===== config.mk =====
export PLATFORM = sky130hd
export DESIGN_NAME = gb_joypad
export DESIGN_NICKNAME = d
export VERILOG_FILES = /design/src/rtl/gb_joypad.sv
export SDC_FILE = /design/constraint.sdc
export NUM_CORES = 1
export LEC_CHECK = 0
export BUFFER_PORTS_ARGS = -buffer_cell sky130_fd_sc_hd__buf_4
export CAP_MARGIN = 20
export CORE_MARGIN = 5
export CORE_UTILIZATION = 48
export CTS_CLUSTER_DIAMETER = 30
export DETAILED_ROUTE_END_ITERATION = 10
export PLACE_DENSITY = 0.83
export REMOVE_ABC_BUFFERS = 1
export SETUP_SLACK_MARGIN = 0.05
export SYNTH_ARGS = -nofsm -noshare
export SYNTH_HDL_FRONTEND = slang
export SYNTH_SLANG_ARGS = --single-unit

===== constraint.sdc =====
create_clock -name clk -period 3.48 [get_ports clk]
set_clock_uncertainty 0.2 [all_clocks]
set_input_delay 0.522 -clock clk [delete_from_list [all_inputs] [get_ports clk]]
set_output_delay 0.522 -clock clk [all_outputs]
set_load 0.01 [all_outputs]

===== src/rtl/gb_joypad.sv =====
// gb_joypad: maps PlayStation pad state onto the Game Boy P1/JOYP register, joypad IRQ and rumble drive.
// Keys are registered with turbo, stick hysteresis and opposite-direction suppression applied.
module gb_joypad #(
    parameter int          TURBO_FRAMES = 3,
    parameter logic [7:0]  STICK_ON     = 8'h40,
    parameter logic [7:0]  STICK_OFF    = 8'h20,
    parameter logic [7:0]  RUMBLE_LEVEL = 8'hC0,
    parameter int          RUMBLE_HOLD  = 4
) (
    input  logic        clk,
    input  logic        reset,
    input  logic        frame_tick,
    input  logic        pad_connect,
    input  logic [15:0] pad_buttons,
    input  logic [7:0]  pad_left_hori,
    input  logic [7:0]  pad_left_vert,
    input  logic        p1_wr,
    input  logic [7:0]  p1_wdata,
    output logic [7:0]  p1_rdata,
    output logic        joy_irq,
    input  logic        rumble_on,
    output logic [7:0]  vibrate,
    output logic        vibrate_sub
);
    localparam logic [7:0] LO_ON  = 8'h80 - STICK_ON;
    localparam logic [7:0] LO_OFF = 8'h80 - STICK_OFF;
    localparam logic [7:0] HI_ON  = 8'h80 + STICK_ON;
    localparam logic [7:0] HI_OFF = 8'h80 + STICK_OFF;
    localparam logic [3:0] T_LAST = 4'(TURBO_FRAMES - 1);
    localparam logic [3:0] HOLD   = 4'(RUMBLE_HOLD);

    logic [15:0] prs;
    logic [3:0]  stick_q, stick_d;
    logic [7:0]  keys_q, keys_d;
    logic [3:0]  tcnt_q, tcnt_d;
    logic        tph_q, tph_d;
    logic [1:0]  sel_q, sel_d;
    logic [3:0]  nib, nib_q;
    logic        irq_q, rum_q;
    logic [3:0]  hold_q, hold_d;
    logic [7:0]  vib_q, vib_d;
    logic        r, l, u, d, held;
    logic        unused_ok;

    function automatic logic hyst(input logic q, input logic set, input logic clr);
        return q ? ~clr : set;
    endfunction

    // stick_* and keys_* direction order: {D, U, L, R}
    always_comb begin
        prs     = ~pad_buttons;
        stick_d = pad_connect ? {hyst(stick_q[3], pad_left_vert >= HI_ON, pad_left_vert < HI_OFF),
                                 hyst(stick_q[2], pad_left_vert <= LO_ON, pad_left_vert > LO_OFF),
                                 hyst(stick_q[1], pad_left_hori <= LO_ON, pad_left_hori > LO_OFF),
                                 hyst(stick_q[0], pad_left_hori >= HI_ON, pad_left_hori < HI_OFF)} : 4'h0;
        r       = prs[5] | stick_d[0];
        l       = prs[7] | stick_d[1];
        u       = prs[4] | stick_d[2];
        d       = prs[6] | stick_d[3];
        keys_d  = pad_connect ? {d & ~u, u & ~d, l & ~r, r & ~l, prs[3], prs[0],
                                 prs[14] | (prs[15] & tph_q), prs[13] | (prs[12] & tph_q)} : 8'h00;
        held    = pad_connect & (prs[12] | prs[15]);
        tcnt_d  = !held ? 4'd0 : !frame_tick ? tcnt_q : (tcnt_q == T_LAST) ? 4'd0 : tcnt_q + 4'd1;
        tph_d   = !held ? 1'b1 : (frame_tick && tcnt_q == T_LAST) ? ~tph_q : tph_q;
        sel_d   = p1_wr ? p1_wdata[5:4] : sel_q;
        nib     = (sel_q[0] ? 4'hF : ~keys_q[7:4]) & (sel_q[1] ? 4'hF : ~keys_q[3:0]);
        hold_d  = !pad_connect ? 4'd0 : (rumble_on && !rum_q) ? HOLD :
                  (frame_tick && hold_q != 4'd0) ? hold_q - 4'd1 : hold_q;
        vib_d   = (pad_connect && (rum_q || hold_q != 4'd0)) ? RUMBLE_LEVEL : 8'h00;
    end

    always_ff @(posedge clk) begin
        if (reset) begin
            stick_q <= 4'h0;
            keys_q  <= 8'h00;
            tcnt_q  <= 4'd0;
            tph_q   <= 1'b1;
            sel_q   <= 2'b11;
            nib_q   <= 4'hF;
            irq_q   <= 1'b0;
            rum_q   <= 1'b0;
            hold_q  <= 4'd0;
            vib_q   <= 8'h00;
        end else begin
            stick_q <= stick_d;
            keys_q  <= keys_d;
            tcnt_q  <= tcnt_d;
            tph_q   <= tph_d;
            sel_q   <= sel_d;
            nib_q   <= nib;
            irq_q   <= |(nib_q & ~nib);
            rum_q   <= rumble_on;
            hold_q  <= hold_d;
            vib_q   <= vib_d;
        end
    end

    assign p1_rdata    = {2'b11, sel_q, nib};
    assign joy_irq     = irq_q;
    assign vibrate     = vib_q;
    assign vibrate_sub = 1'b0;
    assign unused_ok   = ^{pad_buttons[11:8], pad_buttons[2:1], p1_wdata[7:6], p1_wdata[3:0]};
endmodule


== Yosys cells after proc, flatten, opt, wreduce, memory -nomap -nowiden ==
Index checks and enable logic that the tools add are counted.

* Flip-flop bits (word level): 37
* Logic and storage cells: 76

* Bitwise logic cells: 31
* $add $sub $neg: 2
* Reductions and logical operators: 12
* Order comparisons: 8
* Eq/ne operators: 1
* Muxes and demuxes: 11

{| class="wikitable"
|+ Operator list
! operator !! number
|-
| 8-bit >= comparator, second input constant || 2
|-
| 8-bit by 7-bit greater-than comparator with 1-bit output, second input constant || 2
|-
| 8-bit by 7-bit less-or-equal comparator with 1-bit output, second input constant || 2
|-
| 8-bit < comparator, second input constant || 2
|-
| 4-bit two-way mux || 4
|-
| 16-bit NOT || 1
|-
| 4-bit NOT || 3
|-
| 1-bit NOT || 11
|-
| 4-bit bitwise AND || 2
|-
| 8-bit two-way mux || 1
|-
| 1-bit bitwise AND || 7
|-
| 1-bit OR || 7
|-
| 3-bit two-way mux || 2
|-
| 4-bit by 1-bit adder with 4-bit output, second input constant || 1
|-
| 4-bit by 2-bit == test with 1-bit output, second input constant || 1
|-
| 1-bit logical AND || 4
|-
| 1-bit two-way mux || 4
|-
| 4-bit nonzero test || 1
|-
| 2-bit OR reduction || 2
|-
| 4-bit OR reduction || 1
|-
| 4-bit by 1-bit subtractor with 4-bit output, second input constant || 1
|-
| 3-bit OR reduction || 1
|-
| 2-bit nonzero test || 1
|-
| 1-bit zero test || 1
|-
| 1-bit logical OR || 1
|}

== Depth between registers and ports, before layout ==
Gate-level depths: netlist of the first run.

* Depth after elaboration: 7
* Gate-level depth with buffers: 6
* Gate-level depth less buffers: 6

== Least setup slack after synthesis of the first run ==
No wires, ideal clock.

* Kind: input to register
* From: input pad_left_vert[1]
* To: register keys_q[7]
* Arrival time: 1.479 ns
* Setup time: 0.116 ns
* Stages: 4
* Slack: 1.685 ns
* Path through: or4_1 > o221ai_1 > nand2_1 > and4_1

* Word-level cells in the longest chain between the ends: 7

{| class="wikitable"
|+ RTL lines
! item !! line !! source
|-
| start: declaration || 16 || <nowiki>input logic [7:0] pad_left_vert,</nowiki>
|-
| 8-bit by 7-bit greater-than comparator with 1-bit output || 53 || <nowiki>hyst(stick_q[2], pad_left_vert <= LO_ON, pad_left_vert > LO_OFF),</nowiki>
|-
| 1-bit NOT || 46 || <nowiki>return q ? ~clr : set;</nowiki>
|-
| 1-bit two-way mux || 46 ||
|-
| 4-bit two-way mux (*) || 52 || <nowiki>stick_d = pad_connect ? {hyst(stick_q[3], pad_left_vert >= HI_ON, pad_left_vert < HI_OFF),</nowiki>
|-
| 1-bit OR || 58 || <nowiki>u = prs[4] | stick_d[2];</nowiki>
|-
| 1-bit NOT || 60 || <nowiki>keys_d = pad_connect ? {d & ~u, u & ~d, l & ~r, r & ~l, prs[3], prs[0],</nowiki>
|-
| 1-bit bitwise AND (*) || 60 ||
|-
| end signal: assignment || 86 || <nowiki>keys_q <= keys_d;</nowiki>
|-
| end: declaration || 34 || <nowiki>logic [7:0] keys_q, keys_d;</nowiki>
|}

Mark *: on every way between the ends. The rest lies on a longest branch, timed or not.
A chain may end at the register's enable or synchronous reset.

== Final worst setup path of the first run ==
* From: register sel_q[0]
* To: output p1_rdata[3]

* Word-level cells in the longest chain between the ends: 2

{| class="wikitable"
|+ RTL lines
! item !! line !! source
|-
| start: declaration || 37 || <nowiki>logic [1:0] sel_q, sel_d;</nowiki>
|-
| start signal: assignment || 89 || <nowiki>sel_q <= sel_d;</nowiki>
|-
| 4-bit two-way mux || 66 || <nowiki>nib = (sel_q[0] ? 4'hF : ~keys_q[7:4]) & (sel_q[1] ? 4'hF : ~keys_q[3:0]);</nowiki>
|-
| 4-bit bitwise AND || 66 ||
|-
| end: declaration || 19 || <nowiki>output logic [7:0] p1_rdata,</nowiki>
|}

No other way between the ends.

==> metrics.md, run 1 <==
| Metric | Value |
|---|---|
| Area taken by multi-input logic gates | `563 um2` |
| Crit Path Max Fanout | `6` |
| Compound-cell area share of the yosys netlist | `14.1%` |
| Num ports | `64` |
| Final hold violations | `0` |
| TritonCTS Buffers | `5` |
| CTS Buffer Depth | `2` |
| Reg clk slew, reported paths | `0.08 ns` |
| YS warnings | `0` |
| Distinct cells, synth | `35` |
| GRT Total Usage | `16.6%` |
| Cells after Synth | `150` |
| Layout area overhead | `27.3%` |
| Starting Density | `51.2%` |
| Setup crit start | `sel_q[0]$_SDFFE_PP1P_` |
| DRT Pass-1 Iters | `4` |
| Hpwl dp | `2240 um` |
| Share of cells above drive strength 1 | `26.3%` |
| Mux contribution to synthesized area | `0%` |
| Die area | `0.00383 mm2` |
| Post-place setup slack | `1.51 ns` |
| FP Rows | `18` |
| Post-layout power | `654 uW` |
| Lkg Pwr | `0.000710 uW` |
| Setup violators final | `0` |
| HP Start | `pad_buttons[3]` |
| Reg area | `601 um2` |
| First-pass GRT wire length | `4520 um` |
| Comb pwr share | `12.7%` |
| Clk pwr share | `32.2%` |
| Reg2reg setup slack | `1.94 ns` |
| Die width | `61.9 um` |
| Skew-Pair Late Insertion Delay | `0.33 ns` |
| Fill count | `230` |
| Simple-Gate Fraction of Synth Area | `21.5%` |
| Final Cycle Share | `54.8%` |
| Crit path buffers/inverters | `2` |
| Antenna diode count | `0` |
| Critical path's slowest cell | `dfxtp_1` |
| Clock Sinks | `30` |
| Post-synth design cell area | `0.00129 mm2` |
| Post_cts resized | `0` |
| Crit end category | `output pin` |
| Synthesis-stage register bit count | `30` |
| Wire per inst | `12.3 um` |
| Max-slew violations | `0` |
| DRC viols | `0` |
| Worst R2R Start | `hold_q[0]$_SDFFE_PP0P_` |
| Post-CTS Setup Bufs | `0` |
| ANT nets after route | `0` |
| Status | `finished clean` |
| Pwr dens | `398 mW/mm2` |
| Critical Path Max Stage Delay | `0.36 ns` |
| Commonest non-fill, non-tap cell in the layout | `buf_4` |
| Die H | `61.9 um` |
| Sequential fraction of the synthesis area | `46.5%` |
| Initial antenna violation count | `0` |
| CTS tree | `yes` |
| Most frequent cells in the layout | `buf_4, dfxtp_1, inv_1, nor2_1` |
| Setup CP Type | `flip-flop to output pin` |
| Fin area | `0.00164 mm2` |
| XOR/XNOR Fraction of Synth Area | `3.39%` |
| PortBufs | `42` |
| Routed wire length | `2760 um` |
| Switching power | `157 uW` |
| WP data required | `2.76 ns` |
| Post-Syn Area per Cell | `8.61 um2` |
| Critical-path cell list | `o22ai_1 > inv_1 > buf_4` |
| Number of vias per cell | `4.97` |
| H-tree Lvls | `2` |
| CP startpoint kind | `flip-flop` |
| CP delay by family, top | `flip-flops` |
| DR iter-0 viols | `21` |
| Switching Fraction | `24.1%` |
| Final nets | `241` |
| VDD IR max | `0.000283 V` |
| Adder-Cell Fraction of Synth Area | `1.94%` |
| CTS Hold Bufs | `0` |
| Synth area leaders | `dfxtp_1, buf_4, inv_1` |
| Clock root cell | `clkbuf_4` |
| Reg power frac | `55.1%` |
| Max capacitance violation total | `0` |
| Setup WS post-layout | `1.57 ns` |
| GP Congestion | `0.782` |
| RSZ-0062 raised after global routing | `false` |
| Pin count of the biggest net entering global routing | `13` |
| DR vias | `1,114` |
| Core Region | `0.00252 mm2` |
| Number of global-route vias before repair | `1,106` |
| Area after DPL | `0.00158 mm2` |
| Post-synth top area share | `46.5%` |
| Setup TNS Final | `0 ns` |
| Grt total ovfl | `0` |
| Largest family of logic cells by synthesized area | `simple AND/OR/NAND/NOR gates` |
| Int Pwr | `496 uW` |
| Worst hold path type | `input pin to flip-flop` |
| Min cycle time layout | `1.91 ns` |
| Largest area contributor in the netlist | `dfxtp_1` |
| Max Freq | `525 MHz` |
| Crit path DAT | `1.18 ns` |
[power groups by stage]
stage / registers [uW] / logic [uW] / clock network [uW]
2_1_floorplan: 368 / 35.0 / 0
3_3_place_gp: 368 / 80.2 / 0
3_5_place_dp: 368 / 83.5 / 0
4_1_cts: 360 / 83.8 / 218
5_1_grt: 362 / 92.5 / 235
6_report: 360 / 83.3 / 210
[cell families (layout without fill, tap and decap cells)]
kind of cell	Yosys count	count (layout)
AOI/OAI and AO/OA	26	26
xor gates and xnor gates	5	5
adders and majority gates	2	2
buffers and inverters	31	68
DFF	30	30
other	2	9
and+or+nand+nor	54	54
[metrics by stage]
stage               util [%]  hold WS, ns  cells
CTS                     65.2        0.127    224
floorplan                  -        0.236    144
global route            65.2        0.117    224
finish                  65.2        0.146    224
global placement        62.8        0.267    216
detailed placement      62.8        0.282    216
[final timing paths]
check	endpoint	cells past startpoint
setup / recovery	p1_rdata[3]	3
setup reg to reg	hold_q[2]$_SDFFE_PP0P_	5
hold / removal	keys_q[3]$_SDFF_PP0_	2
hold reg to reg	vibrate[6]$_SDFF_PP0_	2
[flip-flops by register name, indices dropped and copies added, names as in the netlist]
register,flops
hold_q,4
joy_irq,1
keys_q,8
nib_q,4
rum_q,1
sel_q,2
stick_q,4
tcnt_q,4
tph_q,1
vibrate,1
[cell type report]
cell class	instances	share of cell area [%]
Clock buffer	7	3.35
Clock inverter	1	0.304
Inverter	18	4.11
Multi-Input combinational cell	96	34.2
Sequential cell	30	36.5
Tap cell	30	2.28
Timing Repair Buffer	42	19.2
[layer usage]
metal	vias to the layer above	routed length, um	global-route usage, %
li1	563	-	-
met1	517	979	15.3
met2	30	1550	31.1
met3	4	186	6.82
met4	0	37	7.88
met5	-	0	0
[cells in the mapped netlist (all sizes together)]
master / instances
a211o: 2
a211oi: 2
a21o: 1
a21oi: 6
a22oi: 2
a31oi: 3
and3: 1
and4: 1
buf: 10
clkbuf: 3
conb: 2
dfxtp: 30
ha: 2
inv: 18
nand2: 8
nand2b: 9
nand3: 4
nand4: 2
nand4b: 1
nor2: 15
nor2b: 5
nor3: 5
o2111ai: 1
o211a: 1
o21a: 1
o21ai: 1
o221ai: 1
o22ai: 4
o31a: 1
or2: 1
or3b: 1
or4: 1
xnor2: 1
xor2: 4
Power figures use the tool's default switching activity.
==> run 2, diff against run 1 <==
--- a/config.mk
+++ b/config.mk
@@ -8,10 +8,10 @@
 export BUFFER_PORTS_ARGS = -buffer_cell sky130_fd_sc_hd__buf_4
 export CAP_MARGIN = 20
 export CORE_MARGIN = 5
-export CORE_UTILIZATION = 48
+export CORE_UTILIZATION = 40
 export CTS_CLUSTER_DIAMETER = 30
 export DETAILED_ROUTE_END_ITERATION = 10
-export PLACE_DENSITY = 0.83
+export PLACE_DENSITY = 0.74
 export REMOVE_ABC_BUFFERS = 1
 export SETUP_SLACK_MARGIN = 0.05
 export SYNTH_ARGS = -nofsm -noshare
==> constraint.sdc (replaced) <==
create_clock -name clk -period 1.7 [get_ports clk]
set_clock_uncertainty 0.2 [all_clocks]
set_input_delay 0.255 -clock clk [delete_from_list [all_inputs] [get_ports clk]]
set_output_delay 0.255 -clock clk [all_outputs]
set_load 0.01 [all_outputs]
==> run 2 against run 1 <==
Effect of this change:
- utilization down 4.9 points
- final area up 13%
- combinational power up 140%
- highest routed layer unchanged
- via count up 7.7%
- critical endpoint is now tph_q$_SDFFE_PP1P_
- critical path type is now input pin to flip-flop
==> metrics.md, run 2 (same netlist as run 1, synthesis figures left out) <==
| Metric | Value |
|---|---|
| Starting Density | `42.0% (-9.2 points)` |
| Number of vias per cell | `4.72 (-5.0%)` |
| FP Rows | `20 (+2)` |
| Max capacitance violation total | `0 (unchanged)` |
| Final hold violations | `0 (unchanged)` |
| Die width | `66.8 um (+8.0%)` |
| Antenna diode count | `0 (unchanged)` |
| Status | `finished clean` |
| Crit Path Max Fanout | `2 (-4)` |
| PortBufs | `42 (unchanged)` |
| Num ports | `64 (unchanged)` |
| Wire per inst | `12.1 um (-1.5%)` |
| Most used routing layer | `met2` |
| Met1 usage | `14.7% (-0.57 points)` |
| Share of cells above drive strength 1 | `28.6% (+2.3 points)` |
| Worst reg2reg path depth | `5 (unchanged)` |
| GRT Total Usage | `14.9% (-1.6 points)` |
| Final nets | `257 (+6.6%)` |
| Setup CP Type | `input pin to flip-flop` |
| Crit path DAT | `1.61 ns (+0.43 ns)` |
| Initial antenna violation count | `0 (unchanged)` |
| Grt total ovfl | `0 (unchanged)` |
| ANT nets after route | `0 (unchanged)` |
| Worst hold path type | `input pin to flip-flop` |
| Worst Hold Depth | `3 (+1)` |
| DR iter-0 viols | `27 (+29%)` |
| RSZ-0062 raised after global routing | `false` |
| Largest register FFs | `8 (unchanged)` |
| Fill count | `277 (+20%)` |
| Die H | `66.8 um (+8.0%)` |
| Die area | `0.00446 mm2 (+17%)` |
| CTS tree | `yes` |
| WP data required | `1.71 ns (-1.05 ns)` |
| Pin count of the biggest net entering global routing | `13 (unchanged)` |
| Crit end category | `flip-flop` |
| Final Cycle Share | `94.5%` |
| TritonCTS Buffers | `5 (unchanged)` |
| Reg area | `606 um2 (+0.83%)` |
| Area taken by multi-input logic gates | `588 um2 (+4.4%)` |
| Routed wire length | `3080 um (+12%)` |
| Hpwl dp | `2280 um (+1.7%)` |
| Post-layout power | `1400 uW (+110%)` |
| Clock Sinks | `30 (unchanged)` |
| Layout area overhead | `43.7%` |
| Commonest non-fill, non-tap cell in the layout | `buf_4` |
| Reg clk slew, reported paths | `0.10 ns (+0.02 ns)` |
| Max Freq | `622 MHz` |
| Number of global-route vias before repair | `1,244 (+12%)` |
| Core Region | `0.00308 mm2 (+22%)` |
| CP startpoint kind | `input pin` |
| Biggest register | `keys_q` |
| Met3 usage | `5.23% (-1.6 points)` |
| Lkg Pwr | `0.000782 uW (+10%)` |
| Met2 Usage GRT | `29.8% (-1.3 points)` |
| Pwr dens | `752 mW/mm2 (+89%)` |
| Most frequent cells in the layout | `buf_4, dfxtp_1, inv_1, dlygate4sd3_1, nor2_1` |
| Min cycle time layout | `1.61 ns` |
| DRC viols | `0 (unchanged)` |
| H-tree Lvls | `2 (unchanged)` |
| Clock root cell | `clkbuf_4` |
| Max-slew violations | `0 (unchanged)` |
| DR vias | `1,200 (+7.7%)` |
| Setup violators final | `0 (unchanged)` |
| VDD IR max | `0.000443 V (+57%)` |
| GP Congestion | `0.710 (-9.2%)` |
| DRT Pass-1 Iters | `4 (unchanged)` |
| Setup TNS Final | `0 ns (unchanged)` |
| CTS Buffer Depth | `2 (unchanged)` |
| First-pass GRT wire length | `5090 um (+13%)` |
| Skew-Pair Late Insertion Delay | `0.32 ns (about the same)` |
[run 2: changes by cell type in the layout (fill, tap and decap cells not counted), sizes merged]
cell / previous run / this run
dlygate4sd3: 0 / 16
clkbuf: 7 / 6
clkinvlp: 0 / 1
[run 2: final timing paths]
path | from | to | slack, ns
worst min register to register | rum_q$_SDFF_PP0_ | vibrate[6]$_SDFF_PP0_ | 0.29
worst max-delay path | pad_buttons[15] | tph_q$_SDFFE_PP1P_ | 0.09
worst max register to register | hold_q[0]$_SDFFE_PP0P_ | hold_q[2]$_SDFFE_PP0P_ | 0.19
worst min-delay path | pad_left_hori[6] | stick_q[0]$_SDFF_PP0_ | 0.02
[run 2: metrics by stage]
stage          hold slack (ns)  utilization [%]  setup WS [ns]  instance area [um2]  cells
3_5_place_dp             0.215             52.0        -0.0197                 1600    230
3_3_place_gp             0.213             52.0         0.0229                 1600    230
2_1_floorplan            0.124                -          0.172                 1230    144
5_1_grt                0.00793             60.3         0.0491                 1860    254
6_report                0.0151             60.3         0.0930                 1860    254
4_1_cts                 0.0114             59.0         0.0485                 1820    253
[run 2: cell type report]
cell class | count | share of cell area [%]
Inverter | 18 | 3.64
Sequential cell | 30 | 32.6
Timing Repair Buffer | 58 | 25.6
Clock buffer | 6 | 2.76
Tap cell | 44 | 2.97
Multi-Input combinational cell | 96 | 31.7
Clock inverter | 2 | 0.674
[run 2: where the power goes]
| part | switching, uW | leakage, uW | internal (uW) |
|---|---|---|---|
| clock | 252 | 0.0000343 | 199 |
| combinational | 85.9 | 0.000502 | 118 |
| sequential | 15.8 | 0.000245 | 725 |
[run 2: per-layer routing]
layer	share of wire, %	vias to the layer above
met1	36	560
met4	0.65	0
li1	-	599
met2	57	37
met5	0	-
met3	5.8	4
[run 2: worst max-delay path, stage by stage]
cell and delay (ns):
dlygate4sd3_1 0.53, buf_4 0.13, nand2_1 0.07, dlygate4sd3_1 0.56, nand3_1 0.07
[run 2: what timing repair did]
item,4_1_cts,5_1_grt
gates resized for setup,0,8
endpoints found under the hold margin,13,2
hold buffers,15,2
pin swaps,0,2
setup endpoints to repair,1,6
buffers inserted,0,0
==> run 3, diff against run 2 <==
--- a/config.mk
+++ b/config.mk
@@ -5,13 +5,14 @@
 export SDC_FILE = /design/constraint.sdc
 export NUM_CORES = 1
 export LEC_CHECK = 0
-export BUFFER_PORTS_ARGS = -buffer_cell sky130_fd_sc_hd__buf_4
+export ABC_AREA = 1
 export CAP_MARGIN = 20
 export CORE_MARGIN = 5
-export CORE_UTILIZATION = 40
+export CORE_UTILIZATION = 55
 export CTS_CLUSTER_DIAMETER = 30
 export DETAILED_ROUTE_END_ITERATION = 10
-export PLACE_DENSITY = 0.74
+export DONT_BUFFER_PORTS = 1
+export PLACE_DENSITY_LB_ADDON = 0.08
 export REMOVE_ABC_BUFFERS = 1
 export SETUP_SLACK_MARGIN = 0.05
 export SYNTH_ARGS = -nofsm -noshare
==> run 3 against run 2 <==
Effect of this change:
- sequential share of layout area is 4.3 points higher
- combinational power decreased by 26%
- global-route usage grew 1.9 points
- routed wire length is 12% lower
- largest power group unchanged
- non-clock buffer count down 38
- final area fell by 12%
==> metrics.md, run 3 <==
| Metric | Value |
|---|---|
| Lkg Pwr | `0.000757 uW (-3.2%)` |
| Crit end category | `output pin` |
| Worst reg2reg path depth | `8 (+3)` |
| Pwr dens | `814 mW/mm2 (+8.2%)` |
| Hpwl dp | `1990 um (-13%)` |
| RSZ-0062 raised after global routing | `true` |
| H-tree Lvls | `2 (unchanged)` |
| Crit path DAT | `1.11 ns (-0.50 ns)` |
| Area taken by multi-input logic gates | `601 um2 (+2.1%)` |
| DR vias | `1,191 (-0.75%)` |
| ANT nets after route | `0 (unchanged)` |
| Worst Hold Depth | `4 (+1)` |
| GP Congestion | `0.737 (+3.8%)` |
| FP Rows | `18 (-10%)` |
| Synthesis-stage register bit count | `30 (unchanged)` |
| Int Pwr | `990 uW (-5.0%)` |
| Worst slew margin | `64.6%` |
| Clock Sinks | `30 (unchanged)` |
| Met1 usage | `15.8% (+1.0 points)` |
| Ys async rst share | `0% (unchanged)` |
| Max Freq | `638 MHz (+2.5%)` |
| Largest register FFs | `8 (unchanged)` |
| VDD IR max | `0.000575 V (+30%)` |
| DRC viols | `0 (unchanged)` |
| Fill count | `217 (-22%)` |
| Most frequent cells in the layout | `nand2_1, nor2_1, inv_1, dfxtp_1, dlygate4sd3_1` |
| Worst Tran Pin Value | `0.530 ns` |
| Skew-Pair Late Insertion Delay | `0.32 ns (about the same)` |
| Core Region | `0.00243 mm2 (-21%)` |
| Share of cells above drive strength 1 | `5.86% (-23 points)` |
| WP data required | `1.24 ns (-0.47 ns)` |
| Wire per inst | `10.8 um (-11%)` |
| Number of global-route vias before repair | `1,182 (-5.0%)` |
| Grt total ovfl | `0 (unchanged)` |
| Status | `finished clean` |
| Setup CP Type | `flip-flop to output pin` |
| DR iter-0 viols | `24 (-11%)` |
| Commonest cells post-synth | `nand2_1, nor2_1, dfxtp_1, inv_1, a21oi_1` |
| GRT Total Usage | `16.9% (+1.9 points)` |
| Routed wire length | `2720 um (-12%)` |
| Reg power frac | `55.9% (+2.8 points)` |
| Die width | `60.1 um (-10%)` |
| Met2 Usage GRT | `32.9% (+3.0 points)` |
| Antenna diode count | `0 (unchanged)` |
| Die area | `0.00361 mm2 (-19%)` |
| Worst hold path type | `input pin to flip-flop` |
| Final hold violations | `0 (unchanged)` |
| Crit Path Max Fanout | `5 (+3)` |
| Cells after Synth | `198 (+32%)` |
| Reg2reg setup slack | `0.23 ns (+0.04 ns)` |
| TritonCTS Buffers | `5 (unchanged)` |
| Max capacitance violation total | `0 (unchanged)` |
| Post-synth design cell area | `0.00138 mm2 (+7.0%)` |
| Die H | `60.1 um (-10%)` |
| Reg area | `601 um2 (-0.83%)` |
| YS warnings | `0 (unchanged)` |
| Pin count of the biggest net entering global routing | `11 (-2)` |
| Commonest non-fill, non-tap cell in the layout | `nand2_1` |
| Biggest register | `keys_q` |
| Post-synth top area share | `43.5% (-3.0 points)` |
| Switching power | `333 uW (-6.0%)` |
| Worst hold slack | `0.00974 ns (-0.00536 ns)` |
| Synth area leaders | `dfxtp_1, nand2_1, nor2_1` |
| Setup TNS Final | `0 ns (unchanged)` |
| CTS tree | `yes` |
| Post-Syn Area per Cell | `6.98 um2 (-19%)` |
| Cell mode on critical path | `inv_1` |
| Hold path endpoint | `stick_q[3]$_SDFF_PP0_` |
| Ys flop type | `dfxtp_1` |
| Reg2reg end | `hold_q[1]$_SDFFE_PP0P_` |
| Comb pwr share | `11.3% (-3.3 points)` |
| First-pass GRT wire length | `4570 um (-10%)` |
| Num ports | `64 (unchanged)` |
| Most used routing layer | `met2` |
| Switching Fraction | `25.2% (-0.19 points)` |
| Reg clk slew, reported paths | `0.09 ns (about the same)` |
| Initial antenna violation count | `0 (unchanged)` |
| Largest area contributor in the netlist | `dfxtp_1` |
| HP Start | `pad_left_vert[5]` |
| Most frequent cell after synthesis | `nand2_1` |
| Critical Path Max Stage Delay | `0.35 ns (-0.21 ns)` |
| Critical-path cell list | `inv_1 > nand2_1 > o21ai_1 > inv_1` |
| Post-synth EDFFs | `0 (unchanged)` |
| Critical path's slowest cell | `dfxtp_1` |
| Number of vias per cell | `4.73 (about the same)` |
| DRT Pass-1 Iters | `5 (+1)` |
| Sequential fraction of the synthesis area | `43.5% (-3.0 points)` |
| PortBufs | `0 (-100%)` |
| Setup violators final | `0 (unchanged)` |
| Worst R2R Start | `hold_q[0]$_SDFFE_PP0P_` |
| CP startpoint kind | `flip-flop` |
| Layout area overhead | `17.6%` |
| Placed Instances | `224 (-2.6%)` |
| Distinct cells, synth | `20 (-43%)` |
| Clk pwr share | `32.8% (+0.5 points)` |
| Min cycle time layout | `1.57 ns (-0.0387 ns)` |
| Met3 usage | `4.97% (-0.26 points)` |
| Final Cycle Share | `92.3% (-2.3 points)` |
| CTS Buffer Depth | `2 (unchanged)` |
| Clock root cell | `clkbuf_4` |
| Max-slew violations | `0 (unchanged)` |
| Final nets | `269 (+4.7%)` |
| Starting Density | `56.8% (+15 points)` |
| Finished Layout Cells | `252 (-0.79%)` |
==> run 3: cell types whose count changed after synthesis, sizes merged, moves of 3 or more <==
| cell | previous run | this run |
|---|---|---|
| xor2 | 4 | 0 |
| o22ai | 4 | 0 |
| nand2b | 9 | 0 |
| o21ai | 1 | 13 |
| a31oi | 3 | 0 |
| nor2b | 5 | 0 |
| nand2 | 8 | 50 |
| clkbuf | 3 | 0 |
| nor2 | 15 | 34 |
| a21oi | 6 | 13 |
| inv | 18 | 32 |
==> run 3: layer usage <==
metal	up-vias	part of all wire, %
met4	0	1.5
met1	523	39
li1	627	-
met3	4	7.5
met2	37	52
met5	-	0
==> run 3: per-stage QoR <==
step	worst slack (ns)	instance area, um2	power (uW)	util (%)
floorplan	0.338	1320	837	-
detailed placement	0.216	1360	856	55.9
CTS	0.0555	1610	1330	66.2
global route	0.0316	1620	1390	66.8
global placement	0.255	1360	851	55.9
finish	0.132	1620	1320	66.8
==> run 3: worst max-delay path, delay by kind of cell (launching register included) <==
family | cells | cell delay (ns)
AO/OA/AOI/OAI | 1 | 0.13
buffers and inverters | 2 | 0.24
flip-flops | 1 | 0.35
AND/OR/NAND/NOR | 1 | 0.07
==> run 3: area by class of cell <==
cell class	count	share of cell area, %
inverter	32	7.55
timing repair buffer	20	12.5
clock inverter	1	0.308
sequential	30	37.0
tap	30	2.31
clock buffer	7	3.39
multi-input combinational	132	37.0
==> run 3: cells by family after synthesis <==
kind of cell / after synthesis / share of synthesized area, %
AND/OR/NAND/NOR: 95 / 28.8
buffers and inverters: 43 / 15.1
AO/OA/AOI/OAI: 26 / 10.2
flip-flops: 30 / 43.5
adder cells (fa/ha/maj): 2 / 1.81
other: 2 / 0.544
==> run 3: timing repair <==
item                                    4_1_cts  5_1_grt
resized for setup                             2        3
hold buffers                                 19        1
endpoints found under the setup margin        2        9
endpoints found under the hold margin        27        3
setup buffers                                 0        0
==> run 3: power by group through the flow <==
| stage | combinational, uW | clock, uW | sequential, uW |
|---|---|---|---|
| after detailed placement | 100 | 0 | 755 |
| after CTS | 146 | 448 | 739 |
| final | 150 | 434 | 739 |
| after floorplan | 84.7 | 0 | 753 |
| after global placement | 95.9 | 0 | 755 |
| after global routing | 171 | 482 | 742 |
==> run 3: how the worst max path moves through the flow <==
stage | start | to | slack [ns]
after floorplan | hold_q[0]$_SDFFE_PP0P_ | hold_q[1]$_SDFFE_PP0P_ | 0.34
after global placement | hold_q[0]$_SDFFE_PP0P_ | hold_q[1]$_SDFFE_PP0P_ | 0.26
after detailed placement | hold_q[0]$_SDFFE_PP0P_ | hold_q[1]$_SDFFE_PP0P_ | 0.22
after CTS | sel_q[1]$_SDFFE_PP1P_ | p1_rdata[0] | 0.06
after global routing | sel_q[0]$_SDFFE_PP1P_ | p1_rdata[0] | 0.03
final | sel_q[0]$_SDFFE_PP1P_ | p1_rdata[3] | 0.13
